<file path="src/rtl/cnn_argmax_classifier.sv">
// cnn_argmax_classifier: signed argmax over a framed stream of per-class scores.
// Ports: clk_in/rst_n; start; s_valid/s_ready/s_data/s_last; class_idx/class_score/
// class_valid/frame_err/busy/lat_cycles; second_idx/margin (macro ARGMAX_TOP2_EN).
module cnn_argmax_classifier #(
  parameter int DATA_W    = 16,
  parameter int NUM_CLASS = 10,
  parameter int CLS_W     = 4,
  parameter int CNT_W     = 20
) (
  input  logic              clk_in,
  input  logic              rst_n,
  input  logic              start,
  input  logic              s_valid,
  output logic              s_ready,
  input  logic [DATA_W-1:0] s_data,
  input  logic              s_last,
  output logic [CLS_W-1:0]  class_idx,
  output logic [DATA_W-1:0] class_score,
  output logic              class_valid,
  output logic              frame_err,
  output logic              busy,
  output logic [CNT_W-1:0]  lat_cycles,
  output logic [CLS_W-1:0]  second_idx,
  output logic [DATA_W:0]   margin
);

  localparam logic [CLS_W-1:0] LAST_IDX = CLS_W'(NUM_CLASS - 1);
  localparam logic [CNT_W-1:0] CNT_MAX  = {CNT_W{1'b1}};

  typedef enum logic [1:0] {
    IDLE,
    RUN,
    DONE
  } state_t;

  state_t state, state_nx;

  // Low for the first edge after reset release so a start there is dropped.
  logic armed;

  logic [CLS_W-1:0]  idx;
  logic [CNT_W-1:0]  cnt;
  logic [CNT_W-1:0]  cnt_inc;
  logic [DATA_W-1:0] best, best_nx;
  logic [CLS_W-1:0]  best_idx, best_idx_nx;
  logic              take_start;
  logic              beat;
  logic              at_last;
  logic              final_beat;

  assign take_start = (state == IDLE) && start && armed;
  assign beat       = (state == RUN) && s_valid;
  assign at_last    = (idx == LAST_IDX);
  assign final_beat = beat && (s_last || at_last);
  assign cnt_inc    = (cnt == CNT_MAX) ? cnt : cnt + 1'b1;

  always_ff @(posedge clk_in or negedge rst_n) begin
    if (!rst_n) state <= IDLE;
    else        state <= state_nx;
  end

  always_comb begin
    state_nx = state;
    s_ready  = 1'b0;
    busy     = 1'b0;
    unique case (state)
      IDLE: begin
        if (take_start) state_nx = RUN;
      end
      RUN: begin
        s_ready = 1'b1;
        busy    = 1'b1;
        if (final_beat) state_nx = DONE;
      end
      DONE: begin
        state_nx = IDLE;
      end
      default: state_nx = IDLE;
    endcase
  end

  // Running best including the beat on the bus; ties keep the lower index.
  always_comb begin
    best_nx     = best;
    best_idx_nx = best_idx;
    if (idx == '0) begin
      best_nx     = s_data;
      best_idx_nx = '0;
    end else if ($signed(s_data) > $signed(best)) begin
      best_nx     = s_data;
      best_idx_nx = idx;
    end
  end

  // Results are registered on the final beat so they appear in DONE.
  always_ff @(posedge clk_in or negedge rst_n) begin
    if (!rst_n) begin
      armed       <= 1'b0;
      idx         <= '0;
      cnt         <= '0;
      best        <= '0;
      best_idx    <= '0;
      class_idx   <= '0;
      class_score <= '0;
      class_valid <= 1'b0;
      frame_err   <= 1'b0;
      lat_cycles  <= '0;
    end else begin
      armed       <= 1'b1;
      class_valid <= 1'b0;
      if (take_start) begin
        idx <= '0;
        cnt <= CNT_W'(1);
      end
      if (state == RUN) cnt <= cnt_inc;
      if (beat) begin
        best     <= best_nx;
        best_idx <= best_idx_nx;
        idx      <= idx + 1'b1;
      end
      if (final_beat) begin
        class_valid <= 1'b1;
        class_idx   <= best_idx_nx;
        class_score <= best_nx;
        lat_cycles  <= cnt_inc;
        frame_err   <= s_last ^ at_last;
      end
    end
  end

`ifdef ARGMAX_TOP2_EN
  logic [DATA_W-1:0] sec, sec_nx;
  logic [CLS_W-1:0]  sec_idx, sec_idx_nx;
  logic              sec_ok, sec_ok_nx;
  logic [DATA_W:0]   diff;

  // A displaced best becomes runner-up; sec_ok is low until a 2nd beat.
  always_comb begin
    sec_nx     = sec;
    sec_idx_nx = sec_idx;
    sec_ok_nx  = sec_ok;
    if (idx == '0) begin
      sec_nx     = '0;
      sec_idx_nx = '0;
      sec_ok_nx  = 1'b0;
    end else if ($signed(s_data) > $signed(best)) begin
      sec_nx     = best;
      sec_idx_nx = best_idx;
      sec_ok_nx  = 1'b1;
    end else if (!sec_ok || $signed(s_data) > $signed(sec)) begin
      sec_nx     = s_data;
      sec_idx_nx = idx;
      sec_ok_nx  = 1'b1;
    end
    diff = {best_nx[DATA_W-1], best_nx} - {sec_nx[DATA_W-1], sec_nx};
  end

  always_ff @(posedge clk_in or negedge rst_n) begin
    if (!rst_n) begin
      sec        <= '0;
      sec_idx    <= '0;
      sec_ok     <= 1'b0;
      second_idx <= '0;
      margin     <= '0;
    end else begin
      if (beat) begin
        sec     <= sec_nx;
        sec_idx <= sec_idx_nx;
        sec_ok  <= sec_ok_nx;
      end
      if (final_beat) begin
        second_idx <= sec_ok_nx ? sec_idx_nx : '0;
        margin     <= sec_ok_nx ? diff : '0;
      end
    end
  end
`else
  assign second_idx = '0;
  assign margin     = '0;
`endif

endmodule

</file>
<file path="config.mk">
export PLATFORM = sky130hd
export DESIGN_NAME = cnn_argmax_classifier
export DESIGN_NICKNAME = d
export VERILOG_FILES = /design/src/rtl/cnn_argmax_classifier.sv
export SDC_FILE = /design/constraint.sdc
export NUM_CORES = 1
export LEC_CHECK = 0
export CORE_MARGIN = 8
export CORE_UTILIZATION = 30
export DETAILED_ROUTE_END_ITERATION = 10
export SETUP_SLACK_MARGIN = 0.05
export SYNTH_ARGS = -nofsm -noshare
export SYNTH_HDL_FRONTEND = slang
export SYNTH_SLANG_ARGS = --single-unit
</file>
<file path="constraint.sdc">
create_clock -name clk_in -period 2.6 [get_ports clk_in]
set_clock_uncertainty 0.05 [all_clocks]
set_input_delay 0.52 -clock clk_in [delete_from_list [all_inputs] [get_ports clk_in]]
set_output_delay 0.52 -clock clk_in [all_outputs]
set_load 0.05 [all_outputs]
</file>
==> flow_summary.ini, run 1 <==
[critical_path]
cp_max_fo = 8
cp.arrival_ns = 2.78
reg2reg_depth = 9
slowest_stage = or4_4
crit_chain = clkdlybuf4s15_1 > ha_4 > nand4_1 > or4_4 > a21oi_4 > o41ai_4 > nand3_4 > buf_12 > mux2_2
cp-start-kind = input pin
cp-end-kind = flop
slowest_delay_ns = 0.62
worst_ep_required_time_ns = 2.78
r2r_slack_ns = 0.01
r2r_end = best[2]$_DFFE_PN0P_
worstSetupPathType = in -> reg
r2r-start = best[11]$_DFFE_PN0P_

[grt]
grt_pass1_wl_um = 22000
track_usage_pct = 12.6
gr-total-overflow = 0
grt_pass1_vias = 4298
grt_max_degree = 53
antenna_found_initial = 0

[placed_design]
place_hpwl_um = 9550
gp_congestion = 0.782
io_buffers = 64

[timing]
timing.final.crit_period_ns = 2.60
grt_setup_unrepaired = true
hold_ws_ns = 0.0752
hold_viol = 0
worst_slack_ns = -0.00345
setup_violations = 2
clock.fmax_mhz = 384
final_max_slew_viol_count = 0
worst_slew_pin_slew_ns = 0.512
fin_setup_tns_ns = -0.00381
finalCritPeriodShare_pct = 100
slew-limit-headroom_pct = 65.8

[power]
p_leak_uw = 0.00288
cellPowerDensity_mw_per_mm2 = 1130
p_total_uw = 7590
ir_worst_vdd_mv = 0.581

[logic_synthesis]
ys_seq_elements = 89
synth-edff-count = 0
synthCells = 530
syn_avg_cell_area_um2 = 9.49
yosysSeqAreaShare_pct = 44.3
ys.flop_type = dfrtp_1
synthesis.area_mm2 = 0.00503
ys_types = 64
ys_warn_count = 0
postSynth.asyncResetShare_pct = 100

[drt]
vias = 4136
vias_per_cell = 4.85
drtIter0Drc = 270
routed_wl_um = 13100
drc = 0
dr.pass1.iters = 4
ant_nets = 0
wire_per_inst_um = 15.4

[run_status]
status = finished, violations left
violations = negative setup slack

[clocking]
cts_made_buffers = 9
cts_root_buf = clkbuf_16
hold_buffers = 0
clock_latency_ns = 0.34
clock_sinks = 89
cts.path.max_buffers = 2
htreeDepth = 3
cts_tree = done
clkTransAtPathRegs_ns = 0.06

[floorplan]
dieArea_mm2 = 0.0212
start_util_pct = 30.5
core_area_mm2 = 0.0165
die_h_um = 145
io_pins = 86
die_w_um = 145
rows = 47

[cells_and_area]
layout_common_cells = dfrtp_1, o21ai_0, nand2_1, clkdlybuf4s50_1, buf_4
final_nets = 669
synthToLayoutAreaGrowth_pct = 33.3
final_common_cell = dfrtp_1
drive_gt1_share_pct = 20.7
diodes = 0

[flow_run]
max_cap_violations = 0

[worst_hold_path]
hp-class = in -> async
## power by group
group | total, µW | internal [µW] | switching, µW | leakage (µW)
sequential | 2180 | 1840 | 339 | 0.00113
clock | 1220 | 696 | 527 | 0.000139
combinational | 4180 | 1720 | 2460 | 0.00161
## worst max-delay path by stage
stage,start,end,slack [ns],depth (start not counted)
2_1_floorplan,s_data[10],best[10]$_DFFE_PN0P_,-0.05,9
3_3_place_gp,s_data[1],class_idx[0]$_DFFE_PN0P_,-0.68,8
3_5_place_dp,s_data[1],class_idx[1]$_DFFE_PN0P_,-0.74,8
4_1_cts,best[11]$_DFFE_PN0P_,best[7]$_DFFE_PN0P_,0.02,10
5_1_grt,best[5]$_DFFE_PN0P_,class_idx[0]$_DFFE_PN0P_,-0.09,10
6_report,s_data[8],best[2]$_DFFE_PN0P_,-0.003,9
## state kept, by name (all words and copies together), names as in the netlist, 2 cells and up
name and flops:
cnt 20, lat_cycles 20, best 16, class_score 16
best_idx 4, class_idx 4, idx 4, state 2
## critical path: cells and delay by family
family          cells  cell delay (ns)
fa+ha+maj           1             0.29
buf+inv             2             0.37
simple gates        3             0.91
compound gates      2             0.34
mux                 1             0.34
## metal layers
metal	up-vias	wire (µm)	GRT usage, %
met5	-	0	0
met4	0	203	4.79
met3	19	544	3.45
met2	81	6320	21.0
met1	1996	6080	15.3
li1	2040	-	-
## timing repair
action / 4_1_cts / 5_1_grt
pin swaps: 14 / 10
endpoints found under the setup margin: 40 / 39
cloned: 1 / 0
gates resized for setup: 43 / 14
buffers inserted: 7 / 1
## synthesized netlist by cell type, drive strengths merged, types with 2 or more instances
master | instances | area, µm²
a21o | 2 | 15.0
and2 | 6 | 37.5
nand4 | 12 | 90.1
o31ai | 9 | 77.6
inv | 30 | 113
nor3 | 8 | 40.0
and4 | 2 | 17.5
nand3 | 28 | 153
buf | 35 | 251
conb | 2 | 7.51
mux2 | 16 | 206
nand2 | 47 | 176
a221o | 3 | 30.0
dfrtp | 89 | 2230
mux2i | 2 | 20.0
a41oi | 3 | 26.3
and3 | 11 | 68.8
o211ai | 2 | 15.0
nand3b | 3 | 22.5
nand2b | 6 | 37.5
a21boi | 2 | 15.0
nor2 | 28 | 105
xnor2 | 11 | 96.3
or2 | 2 | 12.5
a31oi | 24 | 150
o21ai | 63 | 315
nor2b | 4 | 25.0
or4b | 2 | 20.0
ha | 21 | 263
clkbuf | 12 | 45.0
a21oi | 22 | 125
o2bb2ai | 2 | 17.5
xor2 | 4 | 35.0
## cells by family (layout without fill, tap and decap cells)
logic type                 count (synthesis)  after routing  share of synthesized area, %
buffers and inverters                     77            159                          8.13
xor gates and xnor gates                  15             15                          2.61
other                                      2             22                         0.149
AOI/OAI and AO/OA                        144            144                          18.2
muxes                                     18             18                          4.50
and+or+nand+nor                          164            164                          16.9
DFF                                       89             89                          44.3
adders and majority gates                 21             21                          5.22
## layout make-up
cell class                 count  area (µm²)
clock buffer                  13         260
clock inverter                 3        15.0
fill                        1607        9760
inverter                      30         113
multi-input combinational    384        2740
sequential                    89        2230
tap                          220         275
timing repair buffer         113        1070
## through the flow
step	setup slack [ns]	util (%)	instances	area, µm²
2_1_floorplan	-0.0501	-	550	5300
3_3_place_gp	-0.676	38.2	829	6290
3_5_place_dp	-0.737	38.2	829	6290
4_1_cts	0.0194	40.6	853	6690
5_1_grt	-0.0873	40.7	852	6710
6_report	-0.00345	40.7	852	6710
Note: power is estimated with default switching activity, not from simulation.
==> run 2: changes to the inputs <==
--- a/constraint.sdc
+++ b/constraint.sdc
@@ -4,2 +4,2 @@
 set_output_delay 0.52 -clock clk_in [all_outputs]
-set_load 0.05 [all_outputs]
+set_load 0.01 [all_outputs]
==> run 2 against run 1 <==
Against the previous run:
- the run now ends clean
- sequential cell count is the same
- power is 11% lower
- largest power group unchanged
- via count decreased by 0.94%
- final cell count grew 0.35%
- clock power is 4% lower
- first-iteration DRC count is 3.3% higher
- sequential share of layout area fell by 0.26 points
- cell area increased by 0.78%
- register-to-register slack improved by 0.02 ns
- core utilization grew 0.32 points
- largest cell class unchanged
- sequential power about the same
- critical path depth grew 1
==> flow_summary.ini, run 2 (synthesis gave the netlist of run 1 again) <==
[placed_design]
io_buffers = 64
dp.cells = 829
place_hpwl_um = 9400
gp_congestion = 0.792

[timing]
final_max_slew_viol_count = 0
worst_slew_pin_slew_ns = 0.617
timing.final.crit_period_ns = 2.60
slew-limit-headroom_pct = 58.9
hold_viol = 0
setup_violations = 0
grt_setup_unrepaired = true
finalCritPeriodShare_pct = 99.9
clock.fmax_mhz = 385

[grt]
antenna_found_initial = 0
grt_max_degree = 47
gr-total-overflow = 0
grt_pass1_vias = 4192
track_usage_pct = 12.4
grt_pass1_wl_um = 21700

[clocking]
cts_made_buffers = 9
clock_sinks = 89
clkTransAtPathRegs_ns = 0.06
clock_latency_ns = 0.35
htreeDepth = 3
cts_root_buf = clkbuf_16
cts_tree = done
cts.path.max_buffers = 2

[critical_path]
r2r_end = best_idx[2]$_DFFE_PN0P_
cp-end-kind = flop
cp_max_fo = 5
crit_top_cell = buf_12
worst_ep_required_time_ns = 2.77
r2r_slack_ns = 0.03
reg2reg_depth = 11
r2r-start = best[11]$_DFFE_PN0P_
slowest_delay_ns = 0.52
crit_chain = clkdlybuf4s15_1 > ha_4 > nand4_1 > or4_4 > a21oi_4 > nand4_4 > nand3_4 > buf_12 > buf_12 > mux2_4
cp-start-kind = input pin
slowest_stage = or4_4
worstSetupPathType = in -> reg
cp.arrival_ns = 2.77

[power]
ir_worst_vdd_mv = 0.353
cellPowerDensity_mw_per_mm2 = 999
p_leak_uw = 0.00290

[cells_and_area]
drive_gt1_share_pct = 21.9
final_util_pct = 41.0
synthToLayoutAreaGrowth_pct = 34.4
top_regs = cnt (20), lat_cycles (20)
diodes = 0
fin_cells = 855
final.fill_count = 1589
layout_common_cells = dfrtp_1, o21ai_0, nand2_1, clkdlybuf4s50_1, buf_4
final_common_cell = dfrtp_1
final_nets = 672

[drt]
vias_per_cell = 4.79
drtIter0Drc = 279
vias = 4097
ant_nets = 0
routed_wl_um = 12900
wire_per_inst_um = 15.1
drc = 0
dr.pass1.iters = 6

[floorplan]
start_util_pct = 30.5
rows = 47
die_h_um = 145
die_w_um = 145
io_pins = 86
dieArea_mm2 = 0.0212
core_area_mm2 = 0.0165

[worst_hold_path]
hp-class = in -> async

[run_status]
status = finished clean

[flow_run]
max_cap_violations = 0
[run 2: cell count changes in the layout (fill, tap and decap cells not counted), moves of 2 or more]
| cell | before | now |
|---|---|---|
| o21ai_0 | 62 | 54 |
| dlygate4sd2_1 | 6 | 2 |
| clkbuf_8 | 2 | 0 |
| clkdlybuf4s15_1 | 5 | 9 |
| clkinvlp_4 | 0 | 2 |
| o21ai_1 | 0 | 7 |
| nor3_2 | 0 | 3 |
| nor3_1 | 8 | 5 |
| clkdlybuf4s50_1 | 45 | 47 |
[run 2: worst max-delay path by stage]
| stage | from | end | slack [ns] | depth (start not counted) |
|---|---|---|---|---|
| 2_1_floorplan | s_data[10] | best[10]$_DFFE_PN0P_ | -0.05 | 9 |
| 4_1_cts | best[11]$_DFFE_PN0P_ | best[11]$_DFFE_PN0P_ | 0.01 | 10 |
| 6_report | s_data[15] | best[12]$_DFFE_PN0P_ | 0.002 | 10 |
| 3_5_place_dp | s_data[1] | class_idx[1]$_DFFE_PN0P_ | -0.74 | 8 |
| 5_1_grt | s_data[15] | best[10]$_DFFE_PN0P_ | -0.08 | 10 |
| 3_3_place_gp | s_data[1] | class_idx[1]$_DFFE_PN0P_ | -0.68 | 8 |
[run 2: critical path, delay by kind of cell]
| kind | cells | cell delay (ns) |
|---|---|---|
| adders and majority gates | 1 | 0.32 |
| AOI/OAI and AO/OA | 1 | 0.18 |
| buffers and inverters | 3 | 0.46 |
| and+or+nand+nor | 4 | 0.97 |
| muxes | 1 | 0.29 |
[run 2: timing repair]
item | in CTS | in global routing
hold buffers | 0 | 0
buffers inserted | 5 | 7
pin swaps | 15 | 20
cloned | 1 | 0
gates resized for setup | 46 | 31
endpoints found under the setup margin | 40 | 40
[run 2: final cells by class]
cell class                 instances  area, µm²  share of cell area [%]
multi-input combinational        384       2780                    41.1
timing repair buffer             116       1100                    16.3
clock inverter                     6       35.0                   0.518
inverter                          30        113                    1.67
clock buffer                      10        229                    3.39
sequential                        89       2230                    33.0
tap                              220        275                    4.07
[run 2: per-layer routing]
layer | GRT usage (%) | vias to the layer above | share of wire [%]
li1 | - | 2045 | -
met1 | 15.9 | 1955 | 47
met2 | 19.9 | 82 | 47
met3 | 3.45 | 15 | 4.2
met4 | 3.85 | 0 | 1.8
met5 | 0 | - | 0
[run 2: report_power, final]
group / leakage (µW) / switching (µW) / internal [µW]
Clock: 0.000128 / 532 / 640
Combinational: 0.00164 / 1660 / 1750
Sequential: 0.00113 / 333 / 1840
Total: 0.00290 / 2530 / 4230
[run 2: per-stage QoR]
stage          power [µW]  setup slack, ns  TNS [ns]  area (µm²)  hold slack (ns)
2_1_floorplan        4050          -0.0501    -0.351        5300            0.174
3_3_place_gp         5250           -0.683    -24.61        6270            0.412
3_5_place_dp         5350           -0.743    -24.95        6270            0.420
4_1_cts              6720           0.0144         0        6660            0.154
5_1_grt              7290          -0.0788     -1.06        6760            0.187
6_report             6750          0.00208         0        6760            0.139
